## config.mk

```make
export PLATFORM = sky130hd
export DESIGN_NAME = reg_bank_xfer_flat
export DESIGN_NICKNAME = d
export VERILOG_FILES = /design/src/rtl/reg_bank_pkg.sv /design/src/rtl/reg_bank_xfer_if.sv /design/src/rtl/reg_array.sv /design/src/rtl/reg_bank_xfer.sv /design/src/flat_wrapper.sv
export SDC_FILE = /design/constraint.sdc
export NUM_CORES = 2
export LEC_CHECK = 0
export BUFFER_PORTS_ARGS = -buffer_cell sky130_fd_sc_hd__buf_2
export CORE_MARGIN = 3
export CORE_UTILIZATION = 55
export CTS_CLUSTER_DIAMETER = 120
export DETAILED_ROUTE_END_ITERATION = 6
export PLACE_DENSITY = 0.72
export RECOVER_POWER = 50
export SLEW_MARGIN = 5
export SYNTH_ARGS = -nofsm -noshare
export SYNTH_HDL_FRONTEND = slang
export SYNTH_SLANG_ARGS = --single-unit
```

## constraint.sdc

```tcl
create_clock -name clock -period 4.55 [get_ports clock]
set_input_delay 0.91 -clock clock [delete_from_list [all_inputs] [get_ports clock]]
set_output_delay 0.91 -clock clock [all_outputs]
set_load 0.02 [all_outputs]
```

## src/rtl/reg_bank_pkg.sv

```systemverilog
// Shared types for the register bank transfer engine: command op codes,
// FSM states and the register-select range helper.
package reg_bank_pkg;

    typedef enum logic [1:0] {
        OP_MOVE  = 2'b00,
        OP_LOAD  = 2'b01,
        OP_SWAP  = 2'b10,
        OP_CLEAR = 2'b11
    } op_e;

    typedef enum logic [2:0] {
        ST_IDLE = 3'd0,
        ST_EXEC = 3'd1,
        ST_SW_A = 3'd2,
        ST_SW_B = 3'd3,
        ST_SW_C = 3'd4
    } state_e;

    function automatic logic sel_in_range(input int unsigned sel, input int unsigned num_regs);
        return sel < num_regs;
    endfunction

endpackage

```

## src/rtl/reg_bank_xfer_if.sv

```systemverilog
// Command/completion handshake between the control unit (master) and the
// register bank transfer engine (slave).
interface reg_bank_xfer_if #(
    parameter int unsigned DATA_W = 32,
    parameter int unsigned SEL_W  = 4
);
    logic              req_valid;
    logic              req_ready;
    logic [1:0]        req_op;
    logic [SEL_W-1:0]  req_src;
    logic [SEL_W-1:0]  req_dst;
    logic [DATA_W-1:0] req_data;
    logic              done;
    logic              err;
    logic              busy;

    modport master (
        output req_valid, req_op, req_src, req_dst, req_data,
        input  req_ready, done, err, busy
    );

    modport slave (
        input  req_valid, req_op, req_src, req_dst, req_data,
        output req_ready, done, err, busy
    );
endinterface

```

## src/rtl/reg_array.sv

```systemverilog
// NUM_REGS x DATA_W register storage: one write port, two external read ports
// and one engine read port, all masked for out-of-range and zero-register selects.
module reg_array
    import reg_bank_pkg::*;
#(
    parameter int unsigned DATA_W   = 32,
    parameter int unsigned NUM_REGS = 16,
    parameter int unsigned SEL_W    = $clog2(NUM_REGS),
    parameter bit          R0_ZERO  = 1'b1
) (
    input  logic              clock,
    input  logic              clear,
    input  logic              wr_en,
    input  logic [SEL_W-1:0]  wr_sel,
    input  logic [DATA_W-1:0] wr_data,
    input  logic [SEL_W-1:0]  rd_sel_a,
    output logic [DATA_W-1:0] rd_data_a,
    input  logic [SEL_W-1:0]  rd_sel_b,
    output logic [DATA_W-1:0] rd_data_b,
    input  logic [SEL_W-1:0]  eng_sel,
    output logic [DATA_W-1:0] eng_data
);

    logic [DATA_W-1:0] regs [NUM_REGS];

    // A select is usable when it names a real register that is not the hard zero.
    function automatic logic usable(input logic [SEL_W-1:0] sel);
        return sel_in_range(32'(sel), NUM_REGS) && !(R0_ZERO && (sel == '0));
    endfunction

    // NOTE: the storage is reset explicitly because the bank must read all-zero
    // straight out of reset; a bank allowed to power up undefined would skip this loop.
    always_ff @(posedge clock or negedge clear) begin
        if (!clear) begin
            for (int unsigned i = 0; i < NUM_REGS; i++) begin
                regs[i] <= '0;
            end
        end else if (wr_en && usable(wr_sel)) begin
            regs[wr_sel] <= wr_data;
        end
    end

    assign rd_data_a = usable(rd_sel_a) ? regs[rd_sel_a] : '0;
    assign rd_data_b = usable(rd_sel_b) ? regs[rd_sel_b] : '0;
    assign eng_data  = usable(eng_sel)  ? regs[eng_sel]  : '0;

endmodule

```

## src/rtl/reg_bank_xfer.sv

```systemverilog
// Register bank with a handshaked transfer engine executing MOVE, LOAD,
// CLEAR (one execute cycle) and SWAP (three cycles through a temporary).
module reg_bank_xfer
    import reg_bank_pkg::*;
#(
    parameter int unsigned DATA_W   = 32,
    parameter int unsigned NUM_REGS = 16,
    parameter int unsigned SEL_W    = $clog2(NUM_REGS),
    parameter bit          R0_ZERO  = 1'b1,
    parameter int unsigned CNT_W    = 16
) (
    input  logic              clock,
    input  logic              clear,
    reg_bank_xfer_if.slave    bus,
    input  logic [SEL_W-1:0]  rd_sel_a,
    output logic [DATA_W-1:0] rd_data_a,
    input  logic [SEL_W-1:0]  rd_sel_b,
    output logic [DATA_W-1:0] rd_data_b,
    output logic [CNT_W-1:0]  op_count
);

    state_e            state_q, state_d;
    op_e               op_q;
    logic [SEL_W-1:0]  src_q, dst_q;
    logic [DATA_W-1:0] data_q, tmp_q;
    logic              done_q, err_q;
    logic [CNT_W-1:0]  cnt_q;

    logic              accept;
    logic              finish;
    logic              bad_sel;
    logic              wr_en;
    logic [SEL_W-1:0]  wr_sel;
    logic [DATA_W-1:0] wr_data;
    logic [SEL_W-1:0]  eng_sel;
    logic [DATA_W-1:0] eng_data;

    assign accept = (state_q == ST_IDLE) && bus.req_valid;

    // dst is always checked; src only matters for the ops that read it.
    assign bad_sel = !sel_in_range(32'(dst_q), NUM_REGS) ||
                     (((op_q == OP_MOVE) || (op_q == OP_SWAP)) &&
                      !sel_in_range(32'(src_q), NUM_REGS));

    // NOTE: every output of this block gets a default before the case so that no
    // path leaves a signal unassigned, which would otherwise infer a latch.
    always_comb begin
        state_d = state_q;
        wr_en   = 1'b0;
        wr_sel  = dst_q;
        wr_data = '0;
        eng_sel = src_q;
        finish  = 1'b0;
        case (state_q)
            ST_IDLE: begin
                if (accept) begin
                    state_d = (op_e'(bus.req_op) == OP_SWAP) ? ST_SW_A : ST_EXEC;
                end
            end
            ST_EXEC: begin
                wr_en = 1'b1;
                case (op_q)
                    OP_MOVE: wr_data = eng_data;
                    OP_LOAD: wr_data = data_q;
                    default: wr_data = '0;
                endcase
                finish  = 1'b1;
                state_d = ST_IDLE;
            end
            ST_SW_A: begin
                state_d = ST_SW_B;
            end
            ST_SW_B: begin
                wr_en   = 1'b1;
                wr_sel  = src_q;
                eng_sel = dst_q;
                wr_data = eng_data;
                state_d = ST_SW_C;
            end
            ST_SW_C: begin
                wr_en   = 1'b1;
                wr_sel  = dst_q;
                wr_data = tmp_q;
                finish  = 1'b1;
                state_d = ST_IDLE;
            end
            default: state_d = ST_IDLE;
        endcase
    end

    // NOTE: sequential state uses non-blocking assignments so every register
    // samples the pre-edge values, independent of statement order.
    always_ff @(posedge clock or negedge clear) begin
        if (!clear) begin
            state_q <= ST_IDLE;
        end else begin
            state_q <= state_d;
        end
    end

    always_ff @(posedge clock or negedge clear) begin
        if (!clear) begin
            op_q   <= OP_MOVE;
            src_q  <= '0;
            dst_q  <= '0;
            data_q <= '0;
            tmp_q  <= '0;
            done_q <= 1'b0;
            err_q  <= 1'b0;
            cnt_q  <= '0;
        end else begin
            if (accept) begin
                op_q   <= op_e'(bus.req_op);
                src_q  <= bus.req_src;
                dst_q  <= bus.req_dst;
                data_q <= bus.req_data;
            end
            if (state_q == ST_SW_A) begin
                tmp_q <= eng_data;
            end
            done_q <= finish;
            err_q  <= finish && bad_sel;
            if (finish) begin
                cnt_q <= cnt_q + 1'b1;
            end
        end
    end

    reg_array #(
        .DATA_W   (DATA_W),
        .NUM_REGS (NUM_REGS),
        .SEL_W    (SEL_W),
        .R0_ZERO  (R0_ZERO)
    ) u_reg_array (
        .clock     (clock),
        .clear     (clear),
        .wr_en     (wr_en),
        .wr_sel    (wr_sel),
        .wr_data   (wr_data),
        .rd_sel_a  (rd_sel_a),
        .rd_data_a (rd_data_a),
        .rd_sel_b  (rd_sel_b),
        .rd_data_b (rd_data_b),
        .eng_sel   (eng_sel),
        .eng_data  (eng_data)
    );

    assign bus.req_ready = (state_q == ST_IDLE);
    assign bus.busy      = (state_q != ST_IDLE);
    assign bus.done      = done_q;
    assign bus.err       = err_q;
    assign op_count      = cnt_q;

endmodule

```

## src/flat_wrapper.sv

```systemverilog
// flat-port wrapper written by rule: the top's interface ports become plain ports
module reg_bank_xfer_flat import reg_bank_pkg::*;
#(
    parameter int unsigned DATA_W   = 32,
    parameter int unsigned NUM_REGS = 16,
    parameter int unsigned SEL_W    = $clog2(NUM_REGS),
    parameter bit          R0_ZERO  = 1'b1,
    parameter int unsigned CNT_W    = 16
)
  (clock, clear, rd_sel_a, rd_data_a, rd_sel_b, rd_data_b, op_count, bus_req_valid, bus_req_op, bus_req_src, bus_req_dst, bus_req_data, bus_req_ready, bus_done, bus_err, bus_busy);
  reg_bank_xfer_if #(.DATA_W(DATA_W), .SEL_W(SEL_W)) bus_i ();
  input  logic clock;
  input  logic clear;
  input  logic [SEL_W-1:0] rd_sel_a;
  output logic [DATA_W-1:0] rd_data_a;
  input  logic [SEL_W-1:0] rd_sel_b;
  output logic [DATA_W-1:0] rd_data_b;
  output logic [CNT_W-1:0] op_count;
  input wire logic [$bits(bus_i.req_valid)-1:0] bus_req_valid;
  input wire logic [$bits(bus_i.req_op)-1:0] bus_req_op;
  input wire logic [$bits(bus_i.req_src)-1:0] bus_req_src;
  input wire logic [$bits(bus_i.req_dst)-1:0] bus_req_dst;
  input wire logic [$bits(bus_i.req_data)-1:0] bus_req_data;
  output wire logic [$bits(bus_i.req_ready)-1:0] bus_req_ready;
  output wire logic [$bits(bus_i.done)-1:0] bus_done;
  output wire logic [$bits(bus_i.err)-1:0] bus_err;
  output wire logic [$bits(bus_i.busy)-1:0] bus_busy;
  assign bus_i.req_valid = bus_req_valid;
  assign bus_i.req_op = bus_req_op;
  assign bus_i.req_src = bus_req_src;
  assign bus_i.req_dst = bus_req_dst;
  assign bus_i.req_data = bus_req_data;
  assign bus_req_ready = bus_i.req_ready;
  assign bus_done = bus_i.done;
  assign bus_err = bus_i.err;
  assign bus_busy = bus_i.busy;
  reg_bank_xfer #(.DATA_W(DATA_W), .NUM_REGS(NUM_REGS), .SEL_W(SEL_W), .R0_ZERO(R0_ZERO), .CNT_W(CNT_W)) u_core (.clock(clock), .clear(clear), .bus(bus_i), .rd_sel_a(rd_sel_a), .rd_data_a(rd_data_a), .rd_sel_b(rd_sel_b), .rd_data_b(rd_data_b), .op_count(op_count));
endmodule
```

After elaboration in Yosys (flattened, before gate mapping)
Index checks and enable logic that the tools add are counted.
{"block": "word_totals", "reg_bits": 606, "word_cells": 78, "out_inout_bits": 84, "input_bits": 53}
{"block": "op_classes", "muxes": 24, "n_lt_le_gt_ge": 5, "reduce_logical": 13, "addsub": 1, "n_bitwise": 4, "eq_ne": 7}
{"operator": "$bwmux W512", "count": 1}
{"operator": "$bmux W32 S4", "count": 3}
{"operator": "$mux W32", "count": 10}
{"operator": "$demux W32 S4", "count": 1}
{"operator": "$pmux W32 S3", "count": 1}
{"operator": "$pmux W32 S2", "count": 1}
{"operator": "$ge A5 B5 Y1 const B", "count": 4}
{"operator": "$not A4 Y5", "count": 4}
{"operator": "$add A16 B1 Y16 const B", "count": 1}
{"operator": "$logic_not A4 Y1", "count": 4}
{"operator": "$pmux W3 S3", "count": 1}
{"operator": "$mux W4", "count": 2}
{"operator": "$eq A3 B2 Y1 const B", "count": 2}
{"operator": "$lt A5 B1 Y1 const B", "count": 1}
{"operator": "$eq A3 B1 Y1 const B", "count": 1}
{"operator": "$eq A3 B3 Y1 const B", "count": 1}
{"operator": "$logic_and A1 B1 Y1", "count": 3}
{"operator": "$logic_not A3 Y1", "count": 1}
{"operator": "$mux W3", "count": 1}
{"operator": "$reduce_bool A3 Y1", "count": 1}
{"operator": "$reduce_or A3 Y1", "count": 1}
{"operator": "$eq A2 B1 Y1 const B", "count": 1}
{"operator": "$eq A2 B2 Y1 const B", "count": 1}
{"operator": "$logic_not A2 Y1", "count": 1}
{"operator": "5 further kinds", "count": 6}

Logic depth before layout (Yosys ltp)
{"block": "logic_depth", "ltp_word": 10, "mapped_depth": 13, "depth_no_buf": 7}

Hierarchy
From an unflattened synthesis, not the netlist that was laid out.
{"block": "hier_totals", "cells_unflattened": 2606, "area_unflattened_um2": 33896.3}
{"module": "reg_array", "seq_area_each_um2": 12036.5, "area_per_inst_um2": 29301.9, "n_inst": 1, "cells_each": 2205}
{"module": "reg_bank_xfer", "seq_area_each_um2": 2352.3, "area_per_inst_um2": 4594.4, "n_inst": 1, "cells_each": 401}

Worst setup path after synthesis
Ideal clock, no wire load.
{"block": "synth_path", "kind": "input -> output", "start": "input port rd_sel_a[0]", "end": "output port rd_data_a[22]", "path_stages": 5, "path_buffers": 2, "slack_ps": 691, "t_required_ps": 3640, "arrival_ps": 2949, "cell_sequence": "buf_1 buf_2 mux4_2 mux4_2 nor2b_1"}
{"block": "synth_between", "elab_chain_len": 5, "elab_cells_between_ends": 6, "classes_between": "mux: 4; bitwise: 1; reduce/logical: 1"}
{"element": "start, declared", "line": "flat_wrapper.sv:14", "text": "input logic [SEL_W-1:0] rd_sel_a;"}
{"element": "$not A4 Y5 (implied by the code)", "line": "reg_array.sv:43", "text": "assign rd_data_a = usable(rd_sel_a) ? regs[rd_sel_a] : '0;"}
{"element": "$bmux W32 S4", "line": "reg_array.sv:43"}
{"element": "$mux W32 (implied by the code) (2 in series)", "line": "reg_array.sv:43"}
{"element": "$mux W32 (*)", "line": "reg_array.sv:43"}
{"element": "end, declared", "line": "flat_wrapper.sv:15", "text": "output logic [DATA_W-1:0] rd_data_a;"}
Every way passes the cells marked *; elsewhere a longest branch is shown, timed or not. The select of a mux whose other input is x is not followed.

Final worst setup path
{"block": "layout_path", "start": "register u_core.state_q[1]", "end": "register u_core.u_reg_array.regs[30] in the netlist's numbering"}
{"block": "layout_between", "elab_chain_len": 10, "elab_cells_between_ends": 25, "classes_between": "order compare: 2; eq/ne: 3; mux: 12; bitwise: 2; reduce/logical: 6"}
{"element": "start, declared", "line": "reg_bank_xfer.sv:22", "text": "state_e state_q, state_d;"}
{"element": "start signal, assigned", "line": "reg_bank_xfer.sv:97", "text": "state_q <= state_d;"}
{"element": "$eq A3 B2 Y1", "line": "reg_bank_xfer.sv:54", "text": "case (state_q)"}
{"element": "$mux W4", "line": "reg_bank_xfer.sv:54"}
{"element": "$not A4 Y5 (implied by the code)", "line": "reg_array.sv:45", "text": "assign eng_data = usable(eng_sel) ? regs[eng_sel] : '0;"}
{"element": "$bmux W32 S4", "line": "reg_array.sv:45"}
{"element": "$mux W32 (implied by the code) (2 in series)", "line": "reg_array.sv:45"}
{"element": "$mux W32", "line": "reg_array.sv:45"}
{"element": "$pmux W32 S2", "line": "reg_bank_xfer.sv:62", "text": "case (op_q)"}
{"element": "$pmux W32 S3", "line": "reg_bank_xfer.sv:54"}
{"element": "$bwmux W512", "line": "reg_array.sv:39", "text": "regs[wr_sel] <= wr_data;"}
{"element": "end signal, assigned by index", "line": "reg_array.sv:39"}
{"element": "end, declared", "line": "reg_array.sv:24", "text": "logic [DATA_W-1:0] regs [NUM_REGS];"}
Several ways; a longest one is shown, not always the timed one. The select of a mux whose other input is x is not followed.
A chain may end at the register's enable or synchronous reset.

==> impl_metrics.ini <==
[logic_synthesis]
synthDistinctLibCells = 55
netlist_area_um2 = 38800
ys_ff_latch = 606
ys_seq_area_share_pct = 39.1
synth_cells = 3239
yosysWarnings = 0
mappedNetlistNets = 3293
syn_area_per_cell_um2 = 12.0

[hold_path]
holdPathStages = 0
hp-start = u_core.u_reg_array.regs[509]$_DFFE_PN0P_
hold_path_end = u_core.u_reg_array.regs[509]$_DFFE_PN0P_
hold_class = flop to flop

[worst_setup_path]
rrSetupSlack_ns = 0.48
critPathLaunchType = flop
reg2reg_depth = 8
critical_path_required_ns = 4.98
end_kind = flop
rr_startpoint = u_core.state_q[1]$_DFFE_PN0P_
critPathKind = flop to flop
worstReg2RegEnd = u_core.u_reg_array.regs[30]$_DFFE_PN0P_
arrival_ns = 4.50
path_max_fanout = 105

[timing]
max-slew-margin-rel_pct = -91.6
grt_setup_unrepaired = no
final.setup.worst_slack_ns = 0.482
fin_crit_sh_pct = 89.4
setup_viol = 0
fin_skew_ns = 0.0248
fmax_mhz = 246
finalHoldViolations = 0
slew_violations = 100
fin_crit_ns = 4.07
tns_ns = 0
worstMarginPinSlew_ns = 2.87
whs_ns = 0.397

[placed_design]
place.gp.congestion = 0.894
hpwl_mm = 76.6
post-place-ws_ns = 0.684
portBuffers = 135
post_dp_cell_area_um2 = 40500

[clocking]
cts_buffers = 69
post_cts_resized = 0
cts_hold_buf = 0
h-tree-depth = 3
cts_setup_buffers = 0
cts_buffer_depth = 3
path_clk_slew_ns = 0.06
cts_tree = done
clk_latency_ns = 0.64
cts-root-buf = clkbuf_16
clock_sinks = 606

[global_route]
grt_pass1_vias = 31400
grt_pass1_wl_mm = 194
overflow = 0
gr-usage-all-layers_pct = 34.6
antenna_found_initial = 1
grt_max_degree = 106

[detailed_routing]
vias = 31300
first_pass_iters = 7
totalWireLength_mm = 128
vias_per_cell = 7.52
drtIter0Drc = 4099
postRouteAntennaNets = 0
avgRoutedWirePerCell_um = 30.6
drc_errors = 2

[run]
max_cap_violations = 1

[finish]
design_area_um2 = 42800
nets = 3236
mostFrequentLayoutCell = dfrtp_1
mostFrequentLayoutCells = dfrtp_1 (603), nor2_1 (491), a31oi_1 (411), mux4_2 (381), mux2i_1 (295)
diodes = 0
drive_above_1_share_pct = 31.6
area_growth_pct = 10.4

[power_and_ir_drop]
power_density_nw_per_um2 = 793
leakagePower_nw = 17.4
ir_drop_uv = 452

[floorplan]
coreArea_um2 = 69200
chipWidth_um = 271
num_rows = 96
dieArea_um2 = 73700
ioPinCount = 137
die_h_um = 271
start_util_pct = 56.0

[status]
status = complete, but fails checks
violations = DRC, capacitance limit, slew limit
[sequential cells by signal, summed over array words and instances, names as in the netlist]
signal	flops
u_core.u_reg_array.regs	512
u_core.data_q	32
u_core.tmp_q	32
u_core.op_count	16
u_core.dst_q	4
u_core.src_q	4
u_core.state_q	3
u_core.op_q	2
u_core.bus.done	1
[cells by family after synthesis]
group                    count (synthesis)  synth area share [%]
buffers and inverters                  393                  4.76
XOR/XNOR                                16                 0.362
AO/OA/AOI/OAI                          785                  15.6
adder cells (fa/ha/maj)                  1                0.0323
AND/OR/NAND/NOR                        650                  7.08
multiplexers                           787                  33.0
flip-flops                             606                  39.1
other                                    1               0.00968
[metal layers]
| metal | routed length (um) | track usage (%) |
|---|---|---|
| met5 | 0 | 0 |
| met1 | 45900 | 44.8 |
| met3 | 16100 | 10.6 |
| met4 | 7720 | 17.7 |
| met2 | 57900 | 53.0 |
[stage by stage]
stage | power [mW] | utilization (%) | cells
after floorplan | 22.7 | - | 3239
after global placement | 26.8 | 58.6 | 4039
after detailed placement | 27.7 | 58.6 | 4039
after CTS | 33.5 | 61.9 | 4163
after global routing | 35.6 | 61.8 | 4166
final | 33.9 | 61.8 | 4166
[synthesized netlist by cell type (all sizes together)]
cell | instances | area [um2]
dfrtp | 606 | 15200
nor2 | 493 | 1850
a31oi | 481 | 3450
mux4 | 382 | 8610
mux2i | 298 | 3000
clkbuf | 261 | 980
buf | 128 | 843
mux2 | 107 | 1200
nor2b | 68 | 425
o21ai | 64 | 324
a22oi | 63 | 473
o211ai | 62 | 708
nand2 | 47 | 176
a21oi | 34 | 170
o221ai | 33 | 470
a32o | 31 | 310
o22ai | 13 | 93.8
xnor2 | 12 | 105
nand4 | 6 | 37.5
nand2b | 5 | 31.3
nor3 | 5 | 25.0
and2 | 4 | 25.0
inv | 4 | 22.5
nand3 | 4 | 25.0
nand3b | 4 | 42.5
xor2 | 4 | 35.0
nor3b | 3 | 22.5
or2 | 3 | 18.8
a211oi | 2 | 15.0
nor4 | 2 | 12.5
or3 | 2 | 12.5
and3 | 1 | 6.26
conb | 1 | 3.75
ha | 1 | 12.5
nor4b | 1 | 15.0
o31a | 1 | 8.76
o32ai | 1 | 16.3
or3b | 1 | 8.76
or4b | 1 | 10.0
[worst max-delay path by stage]
stage | start | to | slack [ns] | cells past startpoint
floorplan | rd_sel_a[0] | rd_data_a[22] | 0.69 | 5
global placement | rd_sel_a[0] | rd_data_a[17] | 0.71 | 6
detailed placement | rd_sel_a[0] | rd_data_a[17] | 0.68 | 6
CTS | rd_sel_a[0] | rd_data_a[17] | 0.67 | 6
global route | clear | u_core.data_q[17]$_DFFE_PN0P_ | 0.32 | 2
finish | u_core.state_q[1]$_DFFE_PN0P_ | u_core.u_reg_array.regs[30]$_DFFE_PN0P_ | 0.48 | 8
[where the power goes]
part	total (mW)	internal, mW	switching, mW
logic	17.1	8.03	9.12
clock network	5.78	3.43	2.35
registers	11.0	7.84	3.17
[worst max-delay path, stage by stage (launching register included)]
cell	delay [ns]
dfrtp_1	0.51
nand3b_1	0.38
buf_12	0.70
nor3_1	0.17
nor2_4	0.70
buf_4	0.37
o211ai_1	0.18
o211ai_2	0.61
a31oi_1	0.19
[layout make-up]
type | count | area [um2]
multi-input cells | 2240 | 22000
clock buffers | 99 | 1970
fillers | 5257 | 26400
flip-flops and latches | 606 | 15200
inverters | 4 | 22.5
well taps | 931 | 1160
repair buffers | 261 | 2110
clock inverters | 25 | 334
(Power assumes the default switching activity.)
